[src/rtl/perlin_scanout_sched.sv]
// VGA 640x480 scanout with a span-request scheduler feeding a small colour FIFO from a noise engine.
// Latency: pixel outputs register one cycle after the counters; requests issue one line ahead.
// Backpressure: req_valid holds while req_ready is low; responses cannot be stalled and are dropped on overflow.
module perlin_scanout_sched #(
    parameter int FIFO_DEPTH = 4,
    parameter int V_VISIBLE  = 480,
    parameter int V_SYNC_BEG = 490,
    parameter int V_SYNC_END = 491,
    parameter int V_TOTAL    = 525
) (
    input  logic       clk,
    input  logic       rst_n,
    input  logic       pattern_sel,
    output logic       req_valid,
    input  logic       req_ready,
    output logic [7:0] req_span,
    output logic [8:0] req_line,
    output logic [7:0] req_frame,
    output logic       req_pattern,
    input  logic       rsp_valid,
    input  logic [5:0] rsp_rrggbb,
    output logic       hsync,
    output logic       vsync,
    output logic [5:0] rrggbb,
    output logic       underrun
);

    localparam int AW = (FIFO_DEPTH > 1) ? $clog2(FIFO_DEPTH) : 1;
    localparam int CW = $clog2(FIFO_DEPTH + 1);
    localparam logic [9:0] V_VIS  = 10'(V_VISIBLE);
    localparam logic [9:0] V_SB   = 10'(V_SYNC_BEG);
    localparam logic [9:0] V_SE   = 10'(V_SYNC_END);
    localparam logic [9:0] V_LAST = 10'(V_TOTAL - 1);

    typedef enum logic [1:0] {IDLE, FETCH, DONE} state_t;

    state_t          state;
    logic [9:0]      hcount;
    logic [9:0]      vcount;
    logic [5:0]      mem [FIFO_DEPTH];
    logic [AW-1:0]   rd_ptr;
    logic [AW-1:0]   wr_ptr;
    logic [CW-1:0]   count;
    logic [CW-1:0]   outstanding;
    logic [7:0]      discard;
    logic            span_miss;
    logic            primed;

    logic            h_last, v_last, visible, span_start, span_end;
    logic [9:0]      next_line;
    logic            next_vis, fifo_empty, fifo_full;
    logic            cur_miss, miss_now, pop, xfer, rsp_live;
    logic            disc_drop, push_try, overflow, push, flush;
    logic            fetch_next, fetch_start;
    logic [CW-1:0]   outst_n, count_n;
    logic [CW:0]     occ_n;
    logic [7:0]      discard_n;
    logic [5:0]      pix;

    always_comb begin
        h_last      = (hcount == 10'd799);
        v_last      = (vcount == V_LAST);
        visible     = (hcount < 10'd640) && (vcount < V_VIS);
        span_start  = visible && (hcount[1:0] == 2'd0);
        span_end    = visible && (hcount[1:0] == 2'd3);
        next_line   = v_last ? 10'd0 : vcount + 10'd1;
        next_vis    = (next_line < V_VIS);
        fifo_empty  = (count == '0);
        fifo_full   = (count == CW'(FIFO_DEPTH));

        // A span that starts on an empty FIFO stays black, even if its data shows up late.
        cur_miss    = span_start ? fifo_empty : span_miss;
        miss_now    = span_start && primed && fifo_empty;
        pop         = span_end && !cur_miss;
        pix         = (visible && !cur_miss) ? mem[rd_ptr] : 6'd0;

        xfer        = req_valid && req_ready;
        rsp_live    = rsp_valid && (outstanding != '0);
        disc_drop   = rsp_live && (discard != 8'd0);
        push_try    = rsp_live && (discard == 8'd0);
        overflow    = push_try && fifo_full && !pop;
        push        = push_try && !overflow;
        flush       = (hcount == 10'd639) && (state != IDLE);

        outst_n     = outstanding + CW'(xfer) - CW'(rsp_live);
        count_n     = flush ? '0 : count + CW'(push) - CW'(pop);
        occ_n       = {1'b0, outst_n} + {1'b0, count_n};
        // Misses charged to spans never requested are forgotten at line end; only real stragglers remain.
        discard_n   = flush ? 8'(outst_n) : discard - 8'(disc_drop) + 8'(miss_now);

        fetch_start = (state == IDLE) && (hcount == 10'd640) && next_vis;
        fetch_next  = fetch_start ||
                      ((state == FETCH) && !flush && !(xfer && (req_span == 8'd159)));
    end

    always_ff @(posedge clk or negedge rst_n) begin
        if (!rst_n) begin
            hcount <= '0;
            vcount <= '0;
            hsync  <= 1'b1;
            vsync  <= 1'b1;
            rrggbb <= '0;
        end else begin
            if (h_last) begin
                hcount <= '0;
                vcount <= v_last ? 10'd0 : vcount + 10'd1;
            end else begin
                hcount <= hcount + 10'd1;
            end
            hsync  <= !((hcount >= 10'd656) && (hcount <= 10'd751));
            vsync  <= !((vcount >= V_SB) && (vcount <= V_SE));
            rrggbb <= pix;
        end
    end

    always_ff @(posedge clk) begin
        if (push)
            mem[wr_ptr] <= rsp_rrggbb;
    end

    always_ff @(posedge clk or negedge rst_n) begin
        if (!rst_n) begin
            rd_ptr      <= '0;
            wr_ptr      <= '0;
            count       <= '0;
            outstanding <= '0;
            discard     <= '0;
            span_miss   <= 1'b0;
            underrun    <= 1'b0;
        end else begin
            if (flush) begin
                rd_ptr <= '0;
                wr_ptr <= '0;
            end else begin
                if (push) wr_ptr <= wr_ptr + AW'(1);
                if (pop)  rd_ptr <= rd_ptr + AW'(1);
            end
            count       <= count_n;
            outstanding <= outst_n;
            discard     <= discard_n;
            if (span_start)
                span_miss <= fifo_empty;
            if (miss_now || overflow)
                underrun <= 1'b1;
        end
    end

    always_ff @(posedge clk or negedge rst_n) begin
        if (!rst_n) begin
            state       <= IDLE;
            req_valid   <= 1'b0;
            req_span    <= '0;
            req_line    <= '0;
            req_frame   <= '0;
            req_pattern <= 1'b0;
            primed      <= 1'b0;
        end else begin
            if ((hcount == 10'd0) && (vcount == V_SB)) begin
                req_frame   <= req_frame + 8'd1;
                req_pattern <= pattern_sel;
            end
            case (state)
                IDLE: if (fetch_start) begin
                    state    <= FETCH;
                    req_line <= next_line[8:0];
                    req_span <= '0;
                    primed   <= 1'b1;
                end
                FETCH: begin
                    if (flush)
                        state <= IDLE;
                    else if (xfer && (req_span == 8'd159))
                        state <= DONE;
                    else if (xfer)
                        req_span <= req_span + 8'd1;
                end
                DONE: if (flush) state <= IDLE;
                default: state <= IDLE;
            endcase
            req_valid <= fetch_next && (occ_n < (CW+1)'(FIFO_DEPTH));
        end
    end

endmodule
[config.mk]
export PLATFORM = sky130hd
export DESIGN_NAME = perlin_scanout_sched
export DESIGN_NICKNAME = d
export VERILOG_FILES = /design/src/rtl/perlin_scanout_sched.sv
export SDC_FILE = /design/constraint.sdc
export NUM_CORES = 1
export LEC_CHECK = 0
export CAP_MARGIN = 20
export CORE_ASPECT_RATIO = 0.75
export CORE_MARGIN = 3
export CORE_UTILIZATION = 40
export CTS_CLUSTER_DIAMETER = 30
export DETAILED_ROUTE_END_ITERATION = 6
export HOLD_SLACK_MARGIN = 0.12
export RECOVER_POWER = 50
export SKIP_LAST_GASP = 1
export SLEW_MARGIN = 20
export SYNTH_ARGS = -nofsm -noshare
export SYNTH_HDL_FRONTEND = slang
export SYNTH_SLANG_ARGS = --single-unit
[constraint.sdc]
create_clock -name clk -period 7 [get_ports clk]
set_input_delay 1.4 -clock clk [delete_from_list [all_inputs] [get_ports clk]]
set_output_delay 1.4 -clock clk [all_outputs]
set_load 0.02 [all_outputs]
# ---- Word level (Yosys, flattened, before mapping)
# Memories as Yosys holds them, arrays and structs flattened.
# Cells that the tools add are included.
dict set report word_totals {
  register_bits 78
  ramBits 24
  input_bits 11
  output_inout_bits 36
  wordCells 126
  memories 1
}
# memory depth width rd rd_clocked_by_memory_dff write_ports line_no
set memory_table {}
lappend memory_table {mem 4 6 1 0 1 40} ;# logic [5:0] mem [FIFO_DEPTH];
dict set report classes {
  addsub 13
  magnitude_cmp 8
  n_eq_ne 16
  muxes 22
  reduce_logical 47
}
# op count
set ops {}
lappend ops {{$eq A10 B10 Y1 const B} 4}
lappend ops {{$mux W8} 5}
lappend ops {{$logic_and A1 B1 Y1} 24}
lappend ops {{$add A10 B1 Y10 const B} 2}
lappend ops {{$lt A10 B9 Y1 const B} 2}
lappend ops {{$mux W10} 2}
lappend ops {{$add A8 B1 Y8 const B} 2}
lappend ops {{$mux W2} 8}
lappend ops {{$pmux W8 S2} 1}
lappend ops {{$eq A10 B9 Y1 const B} 1}
lappend ops {{$ge A10 B10 Y1 const B} 1}
lappend ops {{$ge A10 B9 Y1 const B} 1}
lappend ops {{$le A10 B10 Y1 const B} 1}
lappend ops {{$le A10 B9 Y1 const B} 1}
lappend ops {{$logic_not A10 Y1} 1}
lappend ops {{$lt A10 B10 Y1 const B} 1}
lappend ops {{$ne A2 B2 Y1 const B} 5}
lappend ops {{$add A8 B1 Y8} 1}
lappend ops {{$eq A8 B8 Y1 const B} 1}
lappend ops {{$logic_not A8 Y1} 1}
lappend ops {{$reduce_bool A2 Y1} 4}
lappend ops {{$reduce_bool A8 Y1} 1}
lappend ops {{$sub A8 B1 Y8} 1}
lappend ops {{$logic_not A1 Y1} 7}
lappend ops {{other kinds (20)} 28}

# ---- Logic depth before layout (Yosys ltp)
dict set report depth {
  ltp_word 16
  depth_mapped 16
  mapped_depth_nobuf 16
}

# ---- Worst setup path after synthesis
# OpenSTA, ideal clock, no wires.
dict set report synth_path {
  path_kind {in2reg}
  from {input rsp_valid}
  to {register discard[7]}
  setup_time_ps 78
  arrival_time_ps 3348
  slack_ps 3574
  cell_stages 11
  n_path_buf 0
  cell_sequence {o31a_1 nor2b_1 ha_1 inv_1 ha_1 a21o_1 a21oi_1 o21bai_1 a2111oi_0 o21ai_0 a21oi_1}
}
dict set report synth_via {
  elab_chain_len 5
}
# item line_no
set synth_lines {}
lappend synth_lines {{start, declared} 20} ;# input logic rsp_valid,
lappend synth_lines {{$logic_and A1 B1 Y1} 78} ;# rsp_live = rsp_valid && (outstanding != '0);
lappend synth_lines {{$logic_and A1 B1 Y1} 79} ;# disc_drop = rsp_live && (discard != 8'd0);
lappend synth_lines {{$sub A8 B1 Y8} 89} ;# discard_n = flush ? 8'(outst_n) : discard - 8'(disc_drop) + 8'(miss_now);
lappend synth_lines {{$add A8 B1 Y8} 89}
lappend synth_lines {{$mux W8} 89}
lappend synth_lines {{via discard_n[7]} 57} ;# logic [7:0] discard_n;
lappend synth_lines {{end signal, assigned} 140} ;# discard <= discard_n;
lappend synth_lines {{end, declared} 45} ;# logic [7:0] discard;
# The timed path passes the listed nets, and every way through them passes these cells.
# A chain may end at the register's enable or synchronous reset.

# ---- Worst setup path after layout
# Ends and elaborated chain as after synthesis.

==> results.json <==
{
  "status": "finished clean",
  "vias": 3402,
  "grt.overflow.total": 0,
  "max_freq_ghz": 0.263,
  "grt_pass1_vias": 3304,
  "drc": 0,
  "dieArea_sq_mm": 0.0142,
  "chipHeight_um": 104,
  "crit_start": "rsp_valid",
  "ctsHoldBuffers": 0,
  "clock_skew_ns": 0.00971,
  "reg2reg_from": "hcount[0]",
  "wirelength_um": 9520,
  "endpoint_kind": "flop",
  "syn_area_sq_mm": 0.00513,
  "yosys_most_used_dff": "dfrtp_1",
  "postRouteAntennaNets": 0,
  "drv_slew": 0,
  "synthCells": 453,
  "mostFrequentLayoutCell": "dfrtp_1",
  "grt_antenna_before_repair": 0,
  "peakVddDrop_uv": 188,
  "slew_headroom": 0.421,
  "r2r_slack_ns": 3.54,
  "cp.required_ns": 7.27,
  "cp.arrival_ns": 4.07,
  "grt_first_pass_wirelength_um": 16600,
  "ys_seq_area_frac": 0.522,
  "die_x_um": 137,
  "whs_path_depth": 1,
  "place_area_sq_mm": 0.00572,
  "ctsHtreeMaxLevel": 3,
  "gp_congestion": 0.805,
  "dpl.hpwl_um": 6660,
  "port_buffers": 46,
  "grt_setup_unrepaired": "no",
  "drtPass1Iterations": 5,
  "io_pins": 47,
  "clock_latency_ns": 0.34,
  "ys_seq_elements": 102,
  "final_nets": 533,
  "finalSetupTns_ns": 0,
  "insertedDiodeCount": 0,
  "clk_pin_slew_ns": 0.08,
  "finalCriticalPeriod_ns": 3.80,
  "synth.net_count": 493,
  "powerDensity_mw_per_mm2": 318,
  "cp-start-kind": "input port",
  "finalSetupViolations": 0,
  "drtIter0Drc": 235,
  "reg2reg_depth": 14,
  "tightest_slew_ns": 0.861,
  "cts_buffers": 9,
  "yosysUniqueCellTypes": 60,
  "cellLeakagePower_nw": 2.43,
  "grt_start_max_net_pins": 79,
  "min_period_over_period": 0.543,
  "crit_fanout": 4,
  "synthArstFlopShare": 0.765,
  "cts.sinks": 102,
  "worstSetupPathType": "input port to flop",
  "cts_tree": "yes",
  "r2r_end": "req_valid",
  "crit_end": "discard[7]",
  "finish.instance_area_sq_mm": 0.00600,
  "synth_edf_count": 24,
  "avgSynthCellArea_sq_um": 11.3,
  "wire_per_inst_um": 14.3,
  "drv_cap": 0,
  "min_path_type": "flop to flop",
  "clockBufferDepth": 2,
  "core_area_sq_mm": 0.0124,
  "final_hold_viol_count": 0,
  "ys_warn_count": 0,
  "syn2layout_area_growth_pct": 17.1,
  "rows": 35,
  "grt.total_usage": 0.145,
  "root_buffer": "clkbuf_16",
  "final_cell_mix": "dfrtp_1, clkdlybuf4s50_1, nand2_1",
  "drive_above_1_share": 0.0823,
  "viasPerCell": 5.12,
  "cts_resized": 0,
  "cts_setup_buffers": 0,
  "initial_utilization": 0.414
}
-- worst min path at each step --
stage / slack (ns) / end / start
2_1_floorplan: 0.43 / primed / primed
6_report: 0.48 / req_frame[7] / req_frame[7]
3_5_place_dp: 0.47 / req_frame[7] / req_frame[7]
5_1_grt: 0.51 / primed / primed
3_3_place_gp: 0.46 / req_frame[7] / req_frame[7]
4_1_cts: 0.48 / req_frame[7] / req_frame[7]
-- critical path, cell delays in order --
cell	delay [ns]
clkdlybuf4s50_1	0.48
o31a_1	0.21
nor2b_1	0.16
ha_1	0.21
inv_1	0.06
ha_1	0.26
a21o_1	0.17
a21oi_1	0.22
o21bai_1	0.11
a2111oi_0	0.48
o21ai_0	0.16
a21oi_1	0.16
-- sequential cells by signal, summed over array words and instances, names as in the netlist, 2 cells and up --
register / count
count: 3
rd_ptr: 2
outstanding: 3
req_frame: 8
req_span: 8
mem: 24
rrggbb: 6
wr_ptr: 2
discard: 8
vcount: 10
state: 2
req_line: 9
hcount: 10
-- cell families after synthesis --
kind of cell,count (synthesis),synth area share
compound gates,64,0.0837
buf+inv,48,0.0403
simple gates,160,0.174
xor+xnor,35,0.0598
fa+ha+maj,29,0.0752
mux,15,0.0454
flops,102,0.522
-- cell usage after synthesis, drive strengths merged (7+ instances only) --
cell type  number  area (sq um)
nor3            7          35.0
o21ai          25           136
a21oi          10          50.1
inv            29           109
o31ai           8          60.1
nand3          24           120
xnor2          27           236
nor2           23          88.8
and2            7          43.8
xor2            8          70.1
edfxtp         24           721
and3           15          93.8
nand2          35           131
nand4           8          65.1
buf            11          67.6
dfrtp          76          1900
ha             26           325
clkbuf          8          30.0
nor4            7          56.3
-- layer usage --
layer | vias to the layer above | track usage | routed length [um]
met5 | - | 0 | 0
met4 | 0 | 0.0381 | 116
met3 | 12 | 0.0319 | 331
met2 | 46 | 0.211 | 4180
met1 | 1655 | 0.219 | 4890
li1 | 1689 | - | -
-- layout make-up --
| class | count | area [sq um] |
|---|---|---|
| fillers | 1124 | 6390 |
| multi-input cells | 303 | 2240 |
| flip-flops and latches | 102 | 2680 |
| repair buffers | 48 | 473 |
| clock inverters | 6 | 62.6 |
| inverters | 29 | 109 |
| clock buffers | 10 | 239 |
| well taps | 166 | 208 |
-- metrics by stage --
step | instances | power [mW] | hold slack [ns] | setup WS, ns | utilization
finish | 664 | 1.91 | 0.476 | 3.20 | 0.484
global route | 664 | 2.07 | 0.507 | 2.88 | 0.484
detailed placement | 648 | 1.43 | 0.468 | 2.87 | 0.462
global placement | 648 | 1.42 | 0.461 | 2.93 | 0.462
floorplan | 453 | 1.25 | 0.434 | 3.57 | -
CTS | 664 | 1.94 | 0.482 | 3.20 | 0.486
-- report_power, final --
group / total [mW] / switching [mW] / internal [mW] / leakage [nW]
Sequential: 0.785 / 0.0819 / 0.703 / 1.20
Combinational: 0.627 / 0.311 / 0.316 / 1.08
Clock: 0.496 / 0.234 / 0.261 / 0.149
Total: 1.91 / 0.627 / 1.28 / 2.43
(Power assumes the default switching activity.)
